### config.mk
export PLATFORM = sky130hd
export DESIGN_NAME = cpu_trace_serializer
export DESIGN_NICKNAME = d
export VERILOG_FILES = /design/src/rtl/cpu_trace_serializer.sv
export SDC_FILE = /design/constraint.sdc
export NUM_CORES = 1
export LEC_CHECK = 0
export ABC_AREA = 1
export CAP_MARGIN = 25
export CORE_ASPECT_RATIO = 0.7
export CORE_MARGIN = 3
export CORE_UTILIZATION = 45
export CTS_BUF_LIST = sky130_fd_sc_hd__clkbuf_4 sky130_fd_sc_hd__clkbuf_8 sky130_fd_sc_hd__clkbuf_16
export DETAILED_ROUTE_END_ITERATION = 10
export PLACE_DENSITY = 0.67
export SETUP_SLACK_MARGIN = 0.05
export SYNTH_ARGS = -nofsm -noshare
export SYNTH_HDL_FRONTEND = slang
export SYNTH_SLANG_ARGS = --single-unit
### constraint.sdc
create_clock -name clk -period 5.8 [get_ports clk]
set_clock_uncertainty 0.1 [all_clocks]
set_input_delay 1.16 -clock clk [delete_from_list [all_inputs] [get_ports clk]]
set_output_delay 1.16 -clock clk [all_outputs]
set_load 0.02 [all_outputs]
### src/rtl/cpu_trace_serializer.sv
// cpu_trace_serializer: turns one CPU write-back record into the ASCII line
// "^<time>@<pc>: $<grf> <= <data>#" or "^<time>@<pc>: *<addr> <= <data>#",
// one character per clock on a registered char output.
// Decimal digits are computed at capture, so the field walk never stalls.
module cpu_trace_serializer #(
  parameter logic [7:0] IDLE_CHAR = 8'h20
) (
  input  logic        clk,
  input  logic        reset,
  input  logic        in_valid,
  output logic        in_ready,
  input  logic [13:0] in_time,
  input  logic [31:0] in_pc,
  input  logic        in_is_mem,
  input  logic [4:0]  in_grf,
  input  logic [31:0] in_addr,
  input  logic [31:0] in_data,
  output logic [7:0]  char,
  output logic        busy
);

  // One state per field of the text line; sub_q walks the digits of a field.
  typedef enum logic [3:0] {
    S_IDLE, S_CARET, S_TIME, S_AT, S_PC, S_COLON, S_SP1, S_KIND,
    S_LOC, S_SP2, S_LT, S_EQ, S_SP3, S_DATA, S_HASH
  } state_e;

  state_e      state_q, state_d;
  logic [2:0]  sub_q, sub_d;
  logic [7:0]  char_q, char_d;
  logic        busy_q, busy_d;
  logic        ready_q, ready_d;

  // Captured record fields
  logic [31:0]      pc_q, addr_q, data_q;
  logic             is_mem_q;
  logic [3:0][3:0]  t_dig_q;   // index 0 = ones digit
  logic [2:0]       t_len_q;   // 1..4 digits
  logic [1:0][3:0]  g_dig_q;   // index 0 = ones digit
  logic [2:0]       g_len_q;   // 1..2 digits

  // Decimal conversion of the incoming record
  logic [13:0]      t_sat_s;
  logic [3:0][3:0]  t_dig_s;
  logic [2:0]       t_len_s;
  logic [1:0][3:0]  g_dig_s;
  logic [2:0]       g_len_s;
  logic             accept_s;

  function automatic logic [3:0] dec_digit(input logic [13:0] v, input logic [13:0] div);
    return 4'((v / div) % 14'd10);
  endfunction

  function automatic logic [7:0] dec_char(input logic [3:0] n);
    return 8'h30 + {4'h0, n};
  endfunction

  // Lowercase hex: 'a' is 8'h61, so digits 10..15 start from 8'h57.
  function automatic logic [7:0] hex_char(input logic [3:0] n);
    if (n < 4'd10) begin
      return 8'h30 + {4'h0, n};
    end else begin
      return 8'h57 + {4'h0, n};
    end
  endfunction

  function automatic logic [3:0] nibble(input logic [31:0] w, input logic [2:0] i);
    return w[{i, 2'b00} +: 4];
  endfunction

  assign accept_s = in_valid && ready_q;

  // Saturate time to 9999 and split time and grf into decimal digits.
  always_comb begin
    if (in_time > 14'd9999) begin
      t_sat_s = 14'd9999;
    end else begin
      t_sat_s = in_time;
    end
    t_dig_s[0] = dec_digit(t_sat_s, 14'd1);
    t_dig_s[1] = dec_digit(t_sat_s, 14'd10);
    t_dig_s[2] = dec_digit(t_sat_s, 14'd100);
    t_dig_s[3] = dec_digit(t_sat_s, 14'd1000);
    if (t_sat_s >= 14'd1000) begin
      t_len_s = 3'd4;
    end else if (t_sat_s >= 14'd100) begin
      t_len_s = 3'd3;
    end else if (t_sat_s >= 14'd10) begin
      t_len_s = 3'd2;
    end else begin
      t_len_s = 3'd1;
    end
    g_dig_s[0] = 4'(in_grf % 5'd10);
    g_dig_s[1] = 4'(in_grf / 5'd10);
    if (in_grf >= 5'd10) begin
      g_len_s = 3'd2;
    end else begin
      g_len_s = 3'd1;
    end
  end

  // Next-state logic: walk the field sequence, restart on accept at '#'.
  always_comb begin
    state_d = state_q;
    sub_d   = sub_q;
    case (state_q)
      S_IDLE: begin
        sub_d = 3'd0;
        if (accept_s) begin
          state_d = S_CARET;
        end else begin
          state_d = S_IDLE;
        end
      end
      S_CARET: begin
        state_d = S_TIME;
        sub_d   = t_len_q - 3'd1;
      end
      S_TIME: begin
        if (sub_q == 3'd0) begin
          state_d = S_AT;
        end else begin
          sub_d = sub_q - 3'd1;
        end
      end
      S_AT: begin
        state_d = S_PC;
        sub_d   = 3'd7;
      end
      S_PC: begin
        if (sub_q == 3'd0) begin
          state_d = S_COLON;
        end else begin
          sub_d = sub_q - 3'd1;
        end
      end
      S_COLON: state_d = S_SP1;
      S_SP1:   state_d = S_KIND;
      S_KIND: begin
        state_d = S_LOC;
        if (is_mem_q) begin
          sub_d = 3'd7;
        end else begin
          sub_d = g_len_q - 3'd1;
        end
      end
      S_LOC: begin
        if (sub_q == 3'd0) begin
          state_d = S_SP2;
        end else begin
          sub_d = sub_q - 3'd1;
        end
      end
      S_SP2: state_d = S_LT;
      S_LT:  state_d = S_EQ;
      S_EQ:  state_d = S_SP3;
      S_SP3: begin
        state_d = S_DATA;
        sub_d   = 3'd7;
      end
      S_DATA: begin
        if (sub_q == 3'd0) begin
          state_d = S_HASH;
        end else begin
          sub_d = sub_q - 3'd1;
        end
      end
      S_HASH: begin
        sub_d = 3'd0;
        if (accept_s) begin
          state_d = S_CARET;
        end else begin
          state_d = S_IDLE;
        end
      end
      default: begin
        state_d = S_IDLE;
        sub_d   = 3'd0;
      end
    endcase
  end

  // Character and status to be shown during the next cycle.
  always_comb begin
    char_d  = IDLE_CHAR;
    busy_d  = (state_d != S_IDLE);
    ready_d = (state_d == S_IDLE) || (state_d == S_HASH);
    case (state_d)
      S_IDLE:  char_d = IDLE_CHAR;
      S_CARET: char_d = 8'h5e;
      S_TIME:  char_d = dec_char(t_dig_q[sub_d[1:0]]);
      S_AT:    char_d = 8'h40;
      S_PC:    char_d = hex_char(nibble(pc_q, sub_d));
      S_COLON: char_d = 8'h3a;
      S_SP1:   char_d = 8'h20;
      S_KIND: begin
        if (is_mem_q) begin
          char_d = 8'h2a;
        end else begin
          char_d = 8'h24;
        end
      end
      S_LOC: begin
        if (is_mem_q) begin
          char_d = hex_char(nibble(addr_q, sub_d));
        end else begin
          char_d = dec_char(g_dig_q[sub_d[0]]);
        end
      end
      S_SP2:   char_d = 8'h20;
      S_LT:    char_d = 8'h3c;
      S_EQ:    char_d = 8'h3d;
      S_SP3:   char_d = 8'h20;
      S_DATA:  char_d = hex_char(nibble(data_q, sub_d));
      S_HASH:  char_d = 8'h23;
      default: char_d = IDLE_CHAR;
    endcase
  end

  // Sequencer state and registered outputs.
  always_ff @(posedge clk or negedge reset) begin
    if (!reset) begin
      state_q <= S_IDLE;
      sub_q   <= 3'd0;
      char_q  <= IDLE_CHAR;
      busy_q  <= 1'b0;
      ready_q <= 1'b1;
    end else begin
      state_q <= state_d;
      sub_q   <= sub_d;
      char_q  <= char_d;
      busy_q  <= busy_d;
      ready_q <= ready_d;
    end
  end

  // Record capture on handshake; later input changes do not touch it.
  always_ff @(posedge clk or negedge reset) begin
    if (!reset) begin
      pc_q     <= 32'h0;
      addr_q   <= 32'h0;
      data_q   <= 32'h0;
      is_mem_q <= 1'b0;
      t_dig_q  <= 16'h0;
      t_len_q  <= 3'd0;
      g_dig_q  <= 8'h0;
      g_len_q  <= 3'd0;
    end else if (accept_s) begin
      pc_q     <= in_pc;
      addr_q   <= in_addr;
      data_q   <= in_data;
      is_mem_q <= in_is_mem;
      t_dig_q  <= t_dig_s;
      t_len_q  <= t_len_s;
      g_dig_q  <= g_dig_s;
      g_len_q  <= g_len_s;
    end
  end

  assign char     = char_q;
  assign busy     = busy_q;
  assign in_ready = ready_q;

endmodule
==> out/metrics.yaml <==
status: "complete, but fails checks"
violations: "negative setup slack"
critical_path_required_ns: 6.00
holdBufCountCts: 0
clockBufferDepth: 2
grt_pass1_wl_um: 48600
ys_seq_area_share_pct: 35.5
ys_seq_elements: 140
finalWirelength_um: 31400
ys.flop_type: "dfrtp_1"
clk_pin_slew_worst_paths_ns: 0.06
slowest_delay_ns: 0.21
holdPathStages: 2
r2r-start: "state_q[1]"
hold_end: "pc_q[13]"
rr_worst_depth: 21
portBuffers: 127
avgSynthCellArea_um2: 6.60
drc: 0
core.rowCount: 44
synth_area_leaders: "dfrtp_1, nand2_1, nor2_1"
drv_cap: 0
ys_top_cells_by_count: "nand2_1, nor2_1, dfrtp_1"
wire_per_inst_um: 15.0
r2r_end: "char[1]"
end_kind: "flip-flop"
hold_viol: 0
cp_common_cell: "nand2_4"
grt_usage_pct: 25.0
yosys.cell_types.count: 56
gp_congestion: 0.935
critical_path_class: "input pin to flip-flop"
post_drt_via_cell_ratio: 5.24
stdcell_area_um2: 14200
rsz0062_at_grt: "yes"
synth_nets: 1635
insertion_delay_ns: 0.42
overflow: 0
postSynthCellCount: 1498
start_util_pct: 46.7
arrival_ns: 6.28
fmax_mhz: 164
ant_nets: 0
finalPower_mw: 10.3
cts_buffers: 17
rrSetupSlack_ns: 1.35
synth_edf_count: 0
timing.final.ws_setup_ns: -0.281
fin_crit_ns: 6.08
antenna_found_initial: 0
min_from: "pc_q[13]"
dieArea_um2: 23800
yosysMostFrequentCell: "nand2_1"
die_w_um: 183
pre_cts_ws_ns: -1.05
fin_nets: 1937
yosys.area.top_type: "dfrtp_1"
crit_fanout: 6
drive_gt1_share_pct: 26.6
dp_hpwl_um: 21500
die_y_um: 130
drt_pass1_iterations: 8
fin_crit_sh_pct: 105
cp-start-kind: "input pin"
ys.warnings.count: 0
yosysTopAreaCellShare_pct: 35.0
power_density_nw_per_um2: 726
detail_route.iter0.violations: 1053
synthesis.area_um2: 9880
crit_slowest_cell: "a21oi_4"
vias: 10900
slew_viol_final: 0
ys_async_sr_fraction_pct: 100
grt_max_degree: 97
min_path_type: "flip-flop to flip-flop"
clockRootBuffer: "clkbuf_16"
relSlewSlack_pct: 30.3
vdd_drop_max_uv: 397
io_pins: 129
cts_tree: "yes"
clock-sinks: 140
p_leak_nw: 7.22
finalSetupViolCount: 5
coreArea_um2: 21100
htreeDepth: 4
diodes: 0
tightestPinTransition_ns: 1.05
hold_slack_ns: 0.373
place_area_um2: 12500
grt_pass1_vias: 9910
area_growth_pct: 43.9
[kinds of logic (layout without fill, tap and decap cells)]
logic type | Yosys count | in the layout | synth area share, %
compound gates | 225 | 225 | 13.3
xor+xnor | 18 | 18 | 1.60
fa+ha+maj | 18 | 18 | 2.28
buf+inv | 200 | 515 | 7.80
flops | 140 | 140 | 35.5
mux | 1 | 1 | 0.139
other cells | 1 | 1 | 0.0380
simple gates | 895 | 895 | 39.3
[cell type report]
| cell class | count | area, µm² |
|---|---|---|
| well taps | 276 | 345 |
| fillers | 1749 | 6920 |
| clock inverters | 14 | 193 |
| inverters | 150 | 577 |
| flip-flops and latches | 140 | 3510 |
| clock buffers | 18 | 439 |
| repair buffers | 333 | 2830 |
| multi-input cells | 1158 | 6330 |
[layout by cell type, fill, tap and decap left out, types with 5 or more instances in the layout]
| cell type | n |
|---|---|
| o21ai_0 | 108 |
| o22ai_1 | 5 |
| nand3_1 | 50 |
| o211ai_1 | 19 |
| nand3_2 | 33 |
| xor2_1 | 13 |
| o21ai_1 | 13 |
| buf_4 | 201 |
| nor2_2 | 11 |
| nor3_1 | 6 |
| inv_4 | 5 |
| nor2_1 | 150 |
| a21oi_1 | 27 |
| o21ai_2 | 8 |
| clkdlybuf4s50_1 | 116 |
| nand2_2 | 56 |
| ha_1 | 15 |
| nand3_4 | 9 |
| nand4_1 | 20 |
| nand2_4 | 38 |
| clkbuf_16 | 17 |
| inv_1 | 114 |
| nand2_1 | 498 |
| nor2_4 | 13 |
| dfrtp_1 | 138 |
| buf_2 | 5 |
| buf_6 | 8 |
| inv_2 | 29 |
[metal layers]
| metal | vias to the layer above | routed length [µm] | track usage, % | share of wire, % |
|---|---|---|---|---|
| met3 | 29 | 2160 | 4.32 | 6.9 |
| met1 | 5118 | 15000 | 38.2 | 48 |
| met2 | 389 | 14000 | 37.7 | 44 |
| met5 | - | 0 | 0 | 0 |
| met4 | 0 | 282 | 4.07 | 0.90 |
| li1 | 5402 | - | - | - |
[metrics by stage]
stage,utilization [%],TNS [ns],cells
after floorplan,-,-0.119,1498
after global placement,59.3,-7.88,2001
after detailed placement,59.3,-9.87,2001
after CTS,64.8,-0.623,2071
after global routing,67.2,-4.49,2089
final,67.2,-1.02,2089
[registers in the layout, summed over array words and instances, names as in the netlist, 4 cells and up]
register / flops
data_q: 32
state_q: 4
addr_q: 32
t_dig_q: 16
char: 7
pc_q: 32
g_dig_q: 6
[what timing repair did]
item	4_1_cts	5_1_grt
gates resized for setup	107	100
setup endpoints to repair	12	12
pin swaps	71	72
setup buffers	38	18
[where the power goes]
group	internal, mW	switching (mW)	total [mW]
clock network	0.733	0.442	1.18
logic	2.90	4.56	7.47
registers	1.44	0.242	1.68
[worst max path at each step]
| stage | startpoint | endpoint | slack (ns) | cells after the start |
|---|---|---|---|---|
| after floorplan | in_time[9] | t_dig_q[7] | -0.08 | 53 |
| after global placement | in_time[10] | t_dig_q[7] | -0.82 | 54 |
| after detailed placement | in_time[9] | t_dig_q[7] | -1.05 | 51 |
| after CTS | in_time[13] | t_dig_q[7] | -0.20 | 52 |
| after global routing | in_time[5] | t_dig_q[7] | -0.68 | 54 |
| final | in_time[5] | t_dig_q[7] | -0.28 | 53 |
[critical path, delay by kind of cell]
kind,cells,cell delay (ns)
buffers and inverters,8,0.69
XOR/XNOR,1,0.11
AO/OA/AOI/OAI,2,0.40
AND/OR/NAND/NOR,40,3.57
adder cells (fa/ha/maj),2,0.33
Note: power is estimated with default switching activity, not from simulation.
